File: config.mk
export PLATFORM = sky130hd
export DESIGN_NAME = fla_mem_rsp
export DESIGN_NICKNAME = d
export VERILOG_FILES = /design/src/rtl/fla_mem_rsp_pkg.sv /design/src/rtl/fla_rsp_beatcnt.sv /design/src/rtl/fla_mem_rsp.sv
export SDC_FILE = /design/constraint.sdc
export NUM_CORES = 1
export LEC_CHECK = 0
export ABC_AREA = 1
export BUFFER_PORTS_ARGS = -buffer_cell sky130_fd_sc_hd__buf_2
export CAP_MARGIN = 15
export CELL_PAD_IN_SITES_DETAIL_PLACEMENT = 1
export CELL_PAD_IN_SITES_GLOBAL_PLACEMENT = 2
export CORE_AREA = 3 3 146 148
export CTS_BUF_LIST = sky130_fd_sc_hd__clkbuf_8
export DETAILED_ROUTE_END_ITERATION = 7
export DIE_AREA = 0 0 149 151
export GPL_TIMING_DRIVEN = 0
export PLACE_DENSITY = 0.78
export SYNTH_ARGS = -nofsm -noshare
export SYNTH_HDL_FRONTEND = slang
export SYNTH_SLANG_ARGS = --single-unit
File: constraint.sdc
create_clock -name clk -period 2.5 [get_ports clk]
set_input_delay 0.75 -clock clk [delete_from_list [all_inputs] [get_ports clk]]
set_output_delay 0.75 -clock clk [all_outputs]
set_load 0.02 [all_outputs]
File: src/rtl/fla_mem_rsp_pkg.sv
// fla_mem_rsp_pkg: shared widths, FSM states, violation causes and the
// captured-burst bundle for the fla_hbm memory-side responder.
package fla_mem_rsp_pkg;

    localparam int FLA_LEN_W  = 6;
    localparam int FLA_ADDR_W = 24;
    localparam int FLA_OUT_W  = 3;

    typedef enum logic [1:0] {
        ST_IDLE = 2'd0,
        ST_CHK  = 2'd1,
        ST_XFER = 2'd2,
        ST_ACK  = 2'd3
    } rsp_state_e;

    typedef enum logic [1:0] {
        VC_NONE = 2'd0,
        VC_LEN0 = 2'd1,
        VC_LONG = 2'd2,
        VC_WIN  = 2'd3
    } viol_cause_e;

    typedef struct packed {
        logic                  write;
        logic [FLA_ADDR_W-1:0] addr;
        logic [FLA_LEN_W-1:0]  len;
    } burst_t;

    // Last word touched by a burst, one bit wider so a 24-bit wrap is visible.
    function automatic logic [FLA_ADDR_W:0] last_word(
        input logic [FLA_ADDR_W-1:0] a,
        input logic [FLA_LEN_W-1:0]  l
    );
        return {1'b0, a}
             + {{(FLA_ADDR_W-FLA_LEN_W+1){1'b0}}, l}
             - (FLA_ADDR_W+1)'(1);
    endfunction

endpackage

File: src/rtl/fla_rsp_beatcnt.sv
// fla_rsp_beatcnt: issued / outstanding / returned beat counters of one
// burst, with the done and credit flags the responder FSM steers on.
module fla_rsp_beatcnt
    import fla_mem_rsp_pkg::*;
#(
    parameter int MAX_OUT = 4
)(
    input  logic                 clk,
    input  logic                 rst,
    input  logic                 i_clr,
    input  logic [FLA_LEN_W-1:0] i_len,
    input  logic                 i_gnt,
    input  logic                 i_gnt_rd,
    input  logic                 i_rvalid,
    output logic [FLA_LEN_W-1:0] o_issued,
    output logic                 o_credit,
    output logic                 o_all_issued,
    output logic                 o_last_issue,
    output logic                 o_all_returned
);

    localparam logic [FLA_OUT_W-1:0] LP_MAX_OUT = FLA_OUT_W'(MAX_OUT);

    logic [FLA_LEN_W-1:0] r_issued;
    logic [FLA_OUT_W-1:0] r_outst;
    logic [FLA_LEN_W-1:0] r_returned;

    // Count accepted accesses and returned read beats for the current burst.
    always_ff @(posedge clk or negedge rst) begin
        if (!rst) begin
            r_issued   <= '0;
            r_returned <= '0;
        end else if (i_clr) begin
            r_issued   <= '0;
            r_returned <= '0;
        end else begin
            if (i_gnt)
                r_issued <= r_issued + FLA_LEN_W'(1);
            if (i_rvalid)
                r_returned <= r_returned + FLA_LEN_W'(1);
        end
    end

    // Reads in flight; a grant and a return in the same cycle cancel out.
    always_ff @(posedge clk or negedge rst) begin
        if (!rst) begin
            r_outst <= '0;
        end else if (i_clr) begin
            r_outst <= '0;
        end else begin
            unique case ({i_gnt_rd, i_rvalid})
                2'b10:   r_outst <= r_outst + FLA_OUT_W'(1);
                2'b01:   r_outst <= r_outst - FLA_OUT_W'(1);
                default: r_outst <= r_outst;
            endcase
        end
    end

    assign o_issued       = r_issued;
    assign o_credit       = (r_outst < LP_MAX_OUT);
    assign o_all_issued   = (r_issued == i_len);
    assign o_last_issue   = ((r_issued + FLA_LEN_W'(1)) == i_len);
    assign o_all_returned = (r_returned == i_len);

endmodule

File: src/rtl/fla_mem_rsp.sv
// fla_mem_rsp: memory-side responder for fla_hbm bursts (check, move, ack).
// Define FLA_RSP_WINCHK_EN to build the WIN_LO..WIN_HI / wrap range check.
module fla_mem_rsp
    import fla_mem_rsp_pkg::*;
#(
    parameter int                    MAX_LEN = 32,
    parameter int                    MAX_OUT = 4,
    parameter logic [FLA_ADDR_W-1:0] WIN_LO  = 24'h000000,
    parameter logic [FLA_ADDR_W-1:0] WIN_HI  = 24'h3FFFFF
)(
    input  logic                  clk,
    input  logic                  rst,
    input  logic                  f2m_req,
    input  logic                  f2m_write,
    input  logic [FLA_ADDR_W-1:0] f2m_addr,
    input  logic [FLA_LEN_W-1:0]  f2m_len,
    input  logic [31:0]           dma_hwdata,
    output logic                  m2f_ack,
    output logic                  m2f_viol,
    output logic                  m2f_fwvalid,
    output logic                  m2f_frvalid,
    output logic [31:0]           dma_hrdata,
    output logic                  mem_req,
    output logic                  mem_we,
    output logic [FLA_ADDR_W-1:0] mem_addr,
    output logic [31:0]           mem_wdata,
    input  logic                  mem_gnt,
    input  logic                  mem_rvalid,
    input  logic [31:0]           mem_rdata
);

    localparam logic [FLA_LEN_W:0] LP_MAX_LEN = (FLA_LEN_W+1)'(MAX_LEN);

    rsp_state_e           r_state;
    rsp_state_e           w_next;
    burst_t               r_burst;
    logic                 r_block;
    logic                 r_viol;
    logic                 r_fwvalid;
    logic [31:0]          r_hrdata;
    viol_cause_e          w_cause;
    logic                 w_go;
    logic                 w_rd;
    logic                 w_wr;
    logic                 w_mem_req;
    logic                 w_gnt;
    logic                 w_done;
    logic [FLA_LEN_W-1:0] w_issued;
    logic                 w_credit;
    logic                 w_all_issued;
    logic                 w_last_issue;
    logic                 w_all_returned;

    assign w_go      = f2m_req & ~r_block;
    assign w_rd      = (r_state == ST_XFER) & ~r_burst.write;
    assign w_wr      = (r_state == ST_XFER) & r_burst.write;
    assign w_mem_req = w_wr | (w_rd & ~w_all_issued & w_credit);
    assign w_gnt     = mem_gnt & w_mem_req;
    assign w_done    = r_burst.write ? (w_gnt & w_last_issue)
                                     : (r_fwvalid & w_all_returned);

`ifdef FLA_RSP_WINCHK_EN
    logic [FLA_ADDR_W:0] w_last;
    assign w_last = last_word(r_burst.addr, r_burst.len);
`else
    logic w_unused_win;
    assign w_unused_win = ^{WIN_LO, WIN_HI};
`endif

    // Classify the captured request; first failing rule wins.
    always_comb begin
        w_cause = VC_NONE;
        if (r_burst.len == '0)
            w_cause = VC_LEN0;
        else if ({1'b0, r_burst.len} > LP_MAX_LEN)
            w_cause = VC_LONG;
`ifdef FLA_RSP_WINCHK_EN
        else if (r_burst.addr < WIN_LO || w_last[FLA_ADDR_W]
                 || w_last[FLA_ADDR_W-1:0] > WIN_HI)
            w_cause = VC_WIN;
`endif
    end

    fla_rsp_beatcnt #(
        .MAX_OUT (MAX_OUT)
    ) u_beatcnt (
        .clk            (clk),
        .rst            (rst),
        .i_clr          (r_state == ST_CHK),
        .i_len          (r_burst.len),
        .i_gnt          (w_gnt),
        .i_gnt_rd       (w_gnt & ~r_burst.write),
        .i_rvalid       (w_rd & mem_rvalid),
        .o_issued       (w_issued),
        .o_credit       (w_credit),
        .o_all_issued   (w_all_issued),
        .o_last_issue   (w_last_issue),
        .o_all_returned (w_all_returned)
    );

    // State register.
    always_ff @(posedge clk or negedge rst) begin
        if (!rst)
            r_state <= ST_IDLE;
        else
            r_state <= w_next;
    end

    // Next-state decode.
    always_comb begin
        w_next = r_state;
        unique case (r_state)
            ST_IDLE: if (w_go) w_next = ST_CHK;
            ST_CHK:  w_next = (w_cause != VC_NONE) ? ST_ACK : ST_XFER;
            ST_XFER: if (w_done) w_next = ST_ACK;
            ST_ACK:  w_next = ST_IDLE;
            default: w_next = ST_IDLE;
        endcase
    end

    // Capture request, verdict and read data; block re-arm right after ack.
    always_ff @(posedge clk or negedge rst) begin
        if (!rst) begin
            r_burst   <= '0;
            r_block   <= 1'b0;
            r_viol    <= 1'b0;
            r_fwvalid <= 1'b0;
            r_hrdata  <= '0;
        end else begin
            r_block   <= (r_state == ST_ACK);
            r_fwvalid <= w_rd & mem_rvalid;
            if (r_state == ST_IDLE && w_go)
                r_burst <= {f2m_write, f2m_addr, f2m_len};
            if (r_state == ST_CHK)
                r_viol <= (w_cause != VC_NONE);
            if (w_rd & mem_rvalid)
                r_hrdata <= mem_rdata;
        end
    end

    // Output decode.
    always_comb begin
        m2f_ack     = (r_state == ST_ACK);
        m2f_viol    = (r_state == ST_ACK) & r_viol;
        m2f_fwvalid = r_fwvalid;
        m2f_frvalid = w_wr & mem_gnt;
        dma_hrdata  = r_hrdata;
        mem_req     = w_mem_req;
        mem_we      = w_wr;
        mem_addr    = r_burst.addr
                    + {{(FLA_ADDR_W-FLA_LEN_W){1'b0}}, w_issued};
        mem_wdata   = w_wr ? dma_hwdata : '0;
    end

endmodule

==> impl_results.md <==
- Setup TNS: -7680 ps
- PD cells: between 1000 and 1500 nW/um^2
- Required time worst endpoint: 1750 ps
- Register-to-register setup slack: about 70 ps
- Average wire per standard cell: around 15 um
- Drc violations: 0
- Minimum clock period: roughly 3000 ps
- Slew Limit Headroom: between 50% and 60%
- Crit path kind: reg2out
- Worst skew pair latency: 380 ps
- Non-filler cells in the finished layout: roughly 1200
- Max-slew violation count: 0
- Fin crit share: 119%
- H-tree depth: 3
- Failing checks: setup timing
- Reg2reg path depth: 17
- Vert. Die Dim: about 150 um
- Sequential share of power: approximately 29%
- Worst setup path start: u_beatcnt.o_issued[5]$_DFFE_PN0P_
- Share of layout cells above drive strength 1: 42.9%
- WL met3: between 800 and 900 um
- Logic pwr share: around 59%
- Final setup viols: 21
- Max Buffers Root-to-Sink: 2
- Mean area per synthesized cell: 7.60 sq um
- Placer Congestion: 0.792
- Total power: a little over 8 mW
- Final hold violation count: 0
- Leading area contributor after synthesis: dfrtp_1
- Drt via density: 4.24
- Clock sinks: between 80 and 90
- I/O pins: roughly 190
- Crit. End Element: primary output
- Row count: 52
- Met1 WL: ~7.3 mm
- Bufs and invs on worst path: 1
- PortBufs: about 190
- Met2 Wirelength: roughly 8.8 mm
- Cell internal pwr: ~4.4 mW
- Core Area: between 20000 and 25000 sq um
- DP Wirelength: 12.4 mm
- WL final: ~17 mm
- Leakage: around 4 nW
- Unrepaired setup endpoints after global routing: true
- Cells after Synth: around 640
- Worst stage delay on the critical path: 460 ps
- Die area: 22500 sq um
- Overall Global Routing Usage: 14.2%
- Pre-Repair DR Iteration Count: 4
- Inst Count DP: roughly 1100
- Grt total ovfl: 0
- CP Max Fanout: 4
- Net Sw Frac: 47.3%
- DRT iter0 DRCs: about 220
- Worst path arrival time: 2220 ps
- Slowest CP cell: dfrtp_2
- Largest net degree at the start of global routing: between 50 and 60
- Post-Syn Nets: 750
- Worst hold path type: in2async
- Hold-fix buffers, CTS: 0
- Yosys cell types: 35
- Worst reg2reg endpoint: u_beatcnt.r_outst[2]$_DFFE_PN0P_
- Clock Pin Slew Worst Setup and Hold Paths: ~90 ps
- First-pass GRT wire length: 25.4 mm
- Worst setup SP type: flop
- Top Family by Delay on Critical Path: simple AND/OR/NAND/NOR gates
- Outcome: complete, but fails checks
- Hold WS: a little over 300 ps
- Number of global-route vias before repair: 4914
- Worst setup margin: -470 ps
- Synth top area cells: dfrtp_1 43%, nand2_1 15%, inv_1 6.5%, nor2_1 5.7%, xor2_1 4.0%
- Worst Tran Pin Value: 677 ps
- Worst Setup EP: mem_addr[20]
- Psw: between 3 and 4 mW
- Worst VDD drop: 433 uV
- #FFs+latches synth: 83
- CP Depth: 7
- Clock skew: 6.95 ps
- Top layer in use: met5
- Reg2reg start: u_beatcnt.o_issued[2]$_DFFE_PN0P_
- Routed Antenna Nets: 0
- Clock buffer count from CTS: 9
- Register area share after synthesis: 43.0%
- Die X: between 100 and 150 um
- Worst path cell trace: ha_4 -> a21o_1 -> nor3b_4 -> nand2_1 -> nand2_2 -> xor2_2 -> buf_6
- Maxcap violations: 0
- Synthesized area: between 4000 and 5000 sq um
- Via count: around 4900
- Area Overhead vs Synth: 51.8%
- Synthesis Warnings: 0
- Max Fclk: approximately 340 MHz
- Area share of the largest cell type after synthesis: between 40% and 50%
- Initial Utilization: a little under a quarter
- Clock group share of total power: approximately an eighth
- CTS tree: yes
- Nets: just under 1000
- Root Driver: clkbuf_8
- Initial antenna violation count: 2
-- metrics by stage --
stage	utilization (%)	instance area [sq um]	setup WS, ps
finish	36.3	7330	-470
CTS	33.7	6800	-467
global route	36.3	7330	-565
global placement	30.8	6220	-346
detailed placement	31.0	6250	-344
floorplan	-	4920	-28.4
-- cell usage in the layout, fill, tap and decap left out, types with 5 or more instances in the layout --
cell	n
inv_1	80
inv_2	11
nand2_2	15
a21oi_1	21
dfrtp_1	78
buf_6	22
nand3_2	11
ha_4	8
buf_2	178
mux2_2	16
nand3_1	23
nor2_2	5
nand2_4	9
nand2_1	179
dfrtp_2	5
buf_4	44
clkbuf_8	11
xor2_2	7
nand4_1	10
ha_1	5
nor2_1	69
xor2_1	13
o21ai_0	7
-- sequential cells by signal, indices dropped and copies added, names as in the netlist --
name                  flops
dma_hrdata               32
m2f_fwvalid               1
r_block                   1
r_burst                  31
r_state                   2
r_viol                    1
u_beatcnt.o_issued        6
u_beatcnt.r_outst         3
u_beatcnt.r_returned      6
-- Yosys cell counts --
master	count
nor3_1	5
nand2_1	195
nand2_4	2
buf_4	1
a21o_1	1
a21oi_4	1
o21ai_1	5
xnor2_1	5
o21ai_0	8
or2_1	1
clkbuf_1	6
nor4_1	1
o211ai_2	1
inv_2	7
nand3b_1	3
clkinv_1	1
nor2_2	5
buf_2	11
nand3_1	32
a21oi_2	1
a211oi_1	1
nand4_1	10
nand2_2	8
fa_1	2
nand3_2	4
o211ai_1	1
nor3b_2	1
mux2_2	16
ha_1	13
dfrtp_1	83
nor3_2	1
nor2_1	73
a21oi_1	24
inv_1	84
xor2_1	22
-- how the worst min path moves through the flow --
stage                                    start                         end  slack (ps)  depth (start not counted)
finish                                     rst  dma_hrdata[25]$_DFFE_PN0P_         310                          1
global route                               rst  dma_hrdata[25]$_DFFE_PN0P_         330                          1
CTS                                        rst  dma_hrdata[25]$_DFFE_PN0P_         310                          1
detailed placement   dma_hrdata[5]$_DFFE_PN0P_   dma_hrdata[5]$_DFFE_PN0P_         460                          2
global placement    dma_hrdata[22]$_DFFE_PN0P_  dma_hrdata[22]$_DFFE_PN0P_         460                          2
floorplan                                  rst   dma_hrdata[0]$_DFFE_PN0P_         450                          0
-- logic make-up after synthesis --
kind of cell | count (synthesis) | synth area share, %
adders and majority gates | 15 | 4.20
DFF | 83 | 43.0
and+or+nand+nor | 341 | 30.1
AOI/OAI and AO/OA | 43 | 5.08
muxes | 16 | 3.73
xor gates and xnor gates | 27 | 4.90
buffers and inverters | 110 | 8.92
-- layout make-up --
class / instances / area (sq um)
fill: 2506 / 12800
multi-input combinational: 442 / 2810
sequential: 83 / 2080
timing repair buffer: 234 / 1450
inverter: 92 / 350
tap: 270 / 338
clock buffer: 11 / 151
buffer: 18 / 101
clock inverter: 5 / 36.3
antenna: 1 / 2.50
-- layer usage --
metal | GRT usage (%) | vias to the layer above
met2 | 24.5 | 98
met1 | 17.7 | 2336
met5 | 0 | -
li1 | - | 2451
met3 | 4.07 | 15
met4 | 3.52 | 2
-- power by group through the flow --
stage	clock [mW]	sequential [mW]	combinational (mW)
floorplan	0	2.58	2.38
global placement	0	2.39	3.88
global route	1.09	2.49	5.34
detailed placement	0	2.40	3.92
finish	0.979	2.41	4.87
CTS	1.03	2.39	4.30
-- repair_timing --
item                       CTS  global route
hold endpoints to repair     0             0
resized for setup           60            78
buffers inserted            20            22
pin swaps                   15            25
setup endpoints to repair   56            55
Note: power is estimated with default switching activity, not from simulation.
